===== src/rtl/btb_update_ctrl.sv =====
// BTB update sequencer: queues resolved taken branches and drains them onto the BTB write port,
// deferring writes that collide with the fetch read index. Optional counters: `BTB_UPDATE_STATS_EN.
module btb_update_ctrl #(
    parameter int DEPTH     = 4,
    parameter int MAX_DEFER = 3
) (
    input  logic                     clk,
    input  logic                     rst_n,
    input  logic                     upd_valid,
    output logic                     upd_ready,
    input  logic [15:0]              upd_pc,
    input  logic [15:0]              upd_target,
    input  logic                     upd_taken,
    input  logic                     upd_uc,
    input  logic                     fetch_valid,
    input  logic [15:0]              fetch_pc,
    input  logic                     flush,
    output logic [3:0]               btb_index_fetch,
    output logic [11:0]              btb_tag_fetch,
    output logic                     btb_write,
    output logic                     btb_uc,
    output logic [3:0]               btb_index_mem,
    output logic [11:0]              btb_tag_mem,
    output logic [15:0]              btb_target,
`ifdef BTB_UPDATE_STATS_EN
    output logic [15:0]              stat_writes,
    output logic [15:0]              stat_defers,
    output logic [15:0]              stat_forced,
`endif
    output logic [$clog2(DEPTH):0]   q_count
);

    localparam int AW = $clog2(DEPTH);
    localparam int DW = $clog2(MAX_DEFER + 1);

    typedef enum logic [1:0] {S_IDLE, S_ISSUE, S_DEFER} state_t;

    state_t         state_q, state_d;
    logic [15:0]    pc_mem  [DEPTH];
    logic [15:0]    tgt_mem [DEPTH];
    logic           uc_mem  [DEPTH];
    logic [AW-1:0]  head_q, head_d, tail_q, tail_d, tail_last;
    logic [AW:0]    count_q, count_d;
    logic [DW-1:0]  defer_q, defer_d;
    logic           head_valid, conflict, at_limit, issue_ok;
    logic           enq_hs, merge, push, deq, last_out;

    assign btb_index_fetch = fetch_pc[3:0];
    assign btb_tag_fetch   = fetch_pc[15:4];

    assign btb_index_mem = pc_mem[head_q][3:0];
    assign btb_tag_mem   = pc_mem[head_q][15:4];
    assign btb_target    = tgt_mem[head_q];
    assign btb_uc        = uc_mem[head_q];

    assign head_valid = (count_q != '0);
    assign upd_ready  = (count_q != (AW+1)'(DEPTH));
    assign q_count    = count_q;
    assign tail_last  = tail_q - AW'(1);

    assign conflict = fetch_valid & (fetch_pc[3:0] == pc_mem[head_q][3:0]);
    assign at_limit = (defer_q == DW'(MAX_DEFER));

    assign issue_ok  = ((state_q == S_ISSUE) & ~conflict) |
                       ((state_q == S_DEFER) & (~conflict | at_limit));
    assign btb_write = ~flush & head_valid & issue_ok;
    assign deq       = btb_write;

    // The tail may absorb a repeat update unless it is the lone entry leaving this cycle.
    assign enq_hs   = upd_valid & upd_ready & upd_taken & ~flush;
    assign merge    = enq_hs & head_valid & (pc_mem[tail_last] == upd_pc) &
                      ~((count_q == (AW+1)'(1)) & deq);
    assign push     = enq_hs & ~merge;
    assign last_out = (count_q == (AW+1)'(1)) & ~push;

    always_comb begin
        state_d = state_q;
        defer_d = defer_q;
        if (flush) begin
            state_d = S_IDLE;
            defer_d = '0;
        end else begin
            case (state_q)
                S_IDLE: begin
                    if (push) state_d = S_ISSUE;
                end
                S_ISSUE: begin
                    if (!head_valid) begin
                        state_d = push ? S_ISSUE : S_IDLE;
                    end else if (conflict) begin
                        defer_d = DW'(1);
                        state_d = S_DEFER;
                    end else if (last_out) begin
                        state_d = S_IDLE;
                    end
                end
                S_DEFER: begin
                    if (!head_valid) begin
                        defer_d = '0;
                        state_d = push ? S_ISSUE : S_IDLE;
                    end else if (btb_write) begin
                        defer_d = '0;
                        state_d = last_out ? S_IDLE : S_ISSUE;
                    end else begin
                        defer_d = defer_q + DW'(1);
                    end
                end
                default: begin
                    state_d = S_IDLE;
                    defer_d = '0;
                end
            endcase
        end
    end

    always_comb begin
        head_d  = head_q;
        tail_d  = tail_q;
        count_d = count_q;
        if (flush) begin
            head_d  = '0;
            tail_d  = '0;
            count_d = '0;
        end else begin
            if (push) tail_d = tail_q + AW'(1);
            if (deq)  head_d = head_q + AW'(1);
            case ({push, deq})
                2'b10:   count_d = count_q + (AW+1)'(1);
                2'b01:   count_d = count_q - (AW+1)'(1);
                default: count_d = count_q;
            endcase
        end
    end

    always_ff @(posedge clk or negedge rst_n) begin
        if (!rst_n) begin
            state_q <= S_IDLE;
            defer_q <= '0;
            head_q  <= '0;
            tail_q  <= '0;
            count_q <= '0;
        end else begin
            state_q <= state_d;
            defer_q <= defer_d;
            head_q  <= head_d;
            tail_q  <= tail_d;
            count_q <= count_d;
        end
    end

    // Entry storage needs no reset: occupancy alone decides what is valid.
    always_ff @(posedge clk) begin
        if (push) begin
            pc_mem[tail_q]  <= upd_pc;
            tgt_mem[tail_q] <= upd_target;
            uc_mem[tail_q]  <= upd_uc;
        end else if (merge) begin
            tgt_mem[tail_last] <= upd_target;
            uc_mem[tail_last]  <= upd_uc;
        end
    end

`ifdef BTB_UPDATE_STATS_EN
    logic [15:0] stat_writes_q, stat_defers_q, stat_forced_q;
    logic        defer_cyc, forced;

    assign defer_cyc = ~flush & head_valid & ((state_q == S_ISSUE) | (state_q == S_DEFER)) &
                       conflict & ~btb_write;
    assign forced    = btb_write & conflict;

    always_ff @(posedge clk or negedge rst_n) begin
        if (!rst_n) begin
            stat_writes_q <= '0;
            stat_defers_q <= '0;
            stat_forced_q <= '0;
        end else begin
            if (btb_write && stat_writes_q != 16'hFFFF) stat_writes_q <= stat_writes_q + 16'd1;
            if (defer_cyc && stat_defers_q != 16'hFFFF) stat_defers_q <= stat_defers_q + 16'd1;
            if (forced && stat_forced_q != 16'hFFFF)    stat_forced_q <= stat_forced_q + 16'd1;
        end
    end

    assign stat_writes = stat_writes_q;
    assign stat_defers = stat_defers_q;
    assign stat_forced = stat_forced_q;
`endif

endmodule


===== config.mk =====
export PLATFORM = sky130hd
export DESIGN_NAME = btb_update_ctrl
export DESIGN_NICKNAME = d
export VERILOG_FILES = /design/src/rtl/btb_update_ctrl.sv
export SDC_FILE = /design/constraint.sdc
export NUM_CORES = 1
export LEC_CHECK = 0
export ABC_AREA = 1
export CAP_MARGIN = 20
export CORE_MARGIN = 10
export CORE_UTILIZATION = 51
export DETAILED_ROUTE_END_ITERATION = 8
export DONT_BUFFER_PORTS = 1
export PLACE_DENSITY = 0.66
export SLEW_MARGIN = 20
export SYNTH_ARGS = -nofsm -noshare
export SYNTH_HDL_FRONTEND = slang
export SYNTH_SLANG_ARGS = --single-unit

===== constraint.sdc =====
create_clock -name clk -period 8.21 [get_ports clk]
set_input_delay 1.642 -clock clk [delete_from_list [all_inputs] [get_ports clk]]
set_output_delay 1.642 -clock clk [all_outputs]
set_load 0.03 [all_outputs]

==> flow_metrics.env <==
export IMPL_internal_power_uw=1400
export IMPL_tightest_slew_ns=1.02
export IMPL_drc=0
export IMPL_cp_arrival_ns=2.95
export IMPL_n_fill_cell=1120
export IMPL_io_buffers=0
export IMPL_area_growth_syn_to_layout_pct=7.75
export IMPL_power_switching_uw=894
export IMPL_power_density_nw_per_um2=309
export IMPL_layout_cells_non_filler=834
export IMPL_dpl_instance_area_sq_um=6850
export IMPL_hp_class="reg -> reg"
export IMPL_wl_met3_um=1510
export IMPL_place_hpwl_um=10100
export IMPL_crit_required_ns=6.57
export IMPL_synth_area_per_cell_sq_um=10.3
export IMPL_maxCapViolations=0
export IMPL_post_route_util_pct=56.1
export IMPL_tns_ns=0
export IMPL_r2r_start="tail_q[0]$_DFFE_PN0P_"
export IMPL_crit_path_end="btb_write"
export IMPL_cts_buffers=17
export IMPL_top_layer="met4"
export IMPL_wl_per_cell_um=18.6
export IMPL_max_freq_ghz=0.218
export IMPL_wl_um=15500
export IMPL_synth_top_cells_by_area="edfxtp_1, nand2_1, nor2_1"
export IMPL_drive_gt1_share_pct=10.2
export IMPL_synth_top_cell_by_area="edfxtp_1"
export IMPL_antenna_found_initial=0
export IMPL_ioPinCount=109
export IMPL_drt_initial_drc_count=495
export IMPL_power_frac_clock_pct=32.4
export IMPL_wl_met1_um=6110
export IMPL_dieArea_sq_um=18600
export IMPL_status="finished, final reports clean"
export IMPL_gp_congestion=0.871
export IMPL_finalCritPeriodShare_pct=56.0
export IMPL_dr_wl_met2_um=7630
export IMPL_ir_drop_mv=0.234
export IMPL_regToRegSetupSlack_ns=3.65
export IMPL_power_leakage_uw=0.00277
export IMPL_grt_pass1_vias=4648
export IMPL_cts_resized=0
export IMPL_hold_buffers=0
export IMPL_crit_path_max_incr_delay_ns=0.64
export IMPL_r2r_end="tgt_mem[1][14]$_DFFE_PP_"
export IMPL_cts_max_path_buffers=2
export IMPL_place_inst=802
export IMPL_cpMaxStageDelayCell="clkinv_2"
export IMPL_core_area_sq_um=13200
export IMPL_end_kind="output pin"
export IMPL_synth_top_area_share_pct=57.5
export IMPL_num_vias=4673
export IMPL_track_usage_pct=17.2
export IMPL_final_antenna_net_count=0
export IMPL_finalClockSkew_ns=0.0132
export IMPL_vias_per_cell=5.60
export IMPL_design_area_sq_um=7430
export IMPL_setup_viol=0
export IMPL_swShare_pct=39.0
export IMPL_synth_fp_nets=736
export IMPL_finalPower_uw=2290
export IMPL_die_h_um=136
export IMPL_cts_root_buf="clkbuf_16"
export IMPL_diodes=0
export IMPL_clk_pin_slew_ns=0.06
export IMPL_grt_overflow=0
export IMPL_rsz0062_at_grt="no"
export IMPL_synth_seq_cells=143
export IMPL_slew_viol_final=0
export IMPL_crit_path_start_kind="register"
export IMPL_post_cts_repair_setup_buffers=0
export IMPL_tritoncts="done"
export IMPL_relSlewSlack_pct=31.9
export IMPL_clock_sinks=143
export IMPL_die_x_um=136
export IMPL_period_needed_ns=4.60
export IMPL_synth_distinct_cells=32
export IMPL_rr_worst_depth=16
export IMPL_combinationalPowerShare_pct=30.9
export IMPL_critPathKind="reg -> out"
export IMPL_crit_path_frequent_cell="nand2_1"
export IMPL_syn_area_sq_um=6890
export IMPL_path_max_fanout=68
export IMPL_worstPathCellList="clkinv_2, nand2_1, nand2_1, nand2_1, nand2_1, nor2_1, nor2_1, nand3_2, nor2_2, nor2_4, nand2_2, inv_2"
export IMPL_yosysWarnings=0
export IMPL_finalNetCount=713
export IMPL_grt_max_degree=69
export IMPL_critPathLaunch="head_q[0]$_DFFE_PN0N_"
export IMPL_start_util_pct=52.0
export IMPL_insertion_delay_ns=0.43
export IMPL_finalHoldViolCount=0
export IMPL_seqPwrFrac_pct=36.7
export IMPL_synth_cells=668
export IMPL_yosysSeqAreaShare_pct=61.5
export IMPL_grt_first_pass_wirelength_um=24400
export IMPL_core_rowCount=42
export IMPL_dr_pass1_iters=5
export IMPL_cts_htree_levels=4
## routing by layer
metal / global-route usage (%) / up-vias
li1: - / 2237
met1: 18.7 / 2238
met2: 28.9 / 170
met3: 7.97 / 28
met4: 6.45 / 0
met5: 0 / -
## placed cells by master (no fill, tap or decap), drive strengths merged
cell type and n:
a21oi 6, buf 7, bufinv 1, clkbuf 17, clkinv 4, clkinvlp 2, dfrtp 11, edfxtp 132
ha 13, inv 43, nand2 151, nand3 56, nand3b 4, nand4 3, nor2 93, nor3b 1
nor4 1, o21ai 65, o21bai 1, o22ai 29, or2 1, xnor2 13, xor2 4
## cell type report
class,instances,area (sq um),area share (%)
Clock inverter,15,145,1.95
Multi-Input combinational cell,441,2210,29.7
Tap cell,176,220,2.97
Clock buffer,17,425,5.73
Timing Repair Buffer,7,52.6,0.708
Sequential cell,143,4240,57.1
Inverter,35,135,1.82
## cell usage after synthesis, drive strengths merged
cell type and n:
o21ai 65, ha 13, nand4 3, nor3b 1
o21bai 1, or2 1, a21oi 6, nand3b 4
dfrtp 11, nand2 151, clkbuf 19, nor4 1
xnor2 13, nor2 93, buf 30, nand3 56
edfxtp 132, xor2 4, inv 35, o22ai 29
## stage by stage
step,setup slack [ns],hold WS (ns)
finish,3.61,0.504
CTS,3.47,0.518
floorplan,4.21,0.463
detailed placement,3.66,0.504
global route,3.20,0.539
global placement,3.76,0.484
## sequential cells by signal, indices dropped and copies added, names as in the netlist
register,flops
pc_mem,64
uc_mem,4
state_q,2
defer_q,2
q_count,3
tail_q,2
head_q,2
tgt_mem,64
## critical path, delay by kind of cell, from the launching register on
family / cells / cell delay (ns)
and+or+nand+nor: 10 / 1.30
buffers and inverters: 2 / 0.85
DFF: 1 / 0.36
## power groups by stage
stage / Combinational (uW) / Sequential [uW] / Clock [uW]
6_report: 708 / 842 / 741
5_1_grt: 781 / 845 / 790
3_3_place_gp: 700 / 855 / 0
4_1_cts: 716 / 842 / 750
3_5_place_dp: 714 / 857 / 0
2_1_floorplan: 615 / 853 / 0
## kinds of logic after synthesis
kind of cell / share of synthesized area (%)
XOR/XNOR: 2.27
AND/OR/NAND/NOR: 19.3
adder cells (fa/ha/maj): 2.36
AO/OA/AOI/OAI: 7.95
flip-flops: 61.5
buffers and inverters: 6.61
## how the worst min path moves through the flow
stage                                   to  depth (start not counted)  slack [ns]                   start
finish              defer_q[1]$_DFFE_PN0P_                          2        0.50  defer_q[1]$_DFFE_PN0P_
global route        defer_q[1]$_DFFE_PN0P_                          2        0.54  defer_q[1]$_DFFE_PN0P_
CTS                 defer_q[1]$_DFFE_PN0P_                          2        0.52  defer_q[1]$_DFFE_PN0P_
detailed placement  defer_q[1]$_DFFE_PN0P_                          2        0.50  defer_q[1]$_DFFE_PN0P_
global placement    defer_q[1]$_DFFE_PN0P_                          2        0.48  defer_q[1]$_DFFE_PN0P_
floorplan           defer_q[1]$_DFFE_PN0P_                          2        0.46  defer_q[1]$_DFFE_PN0P_
Note: power is estimated with default switching activity, not from simulation.
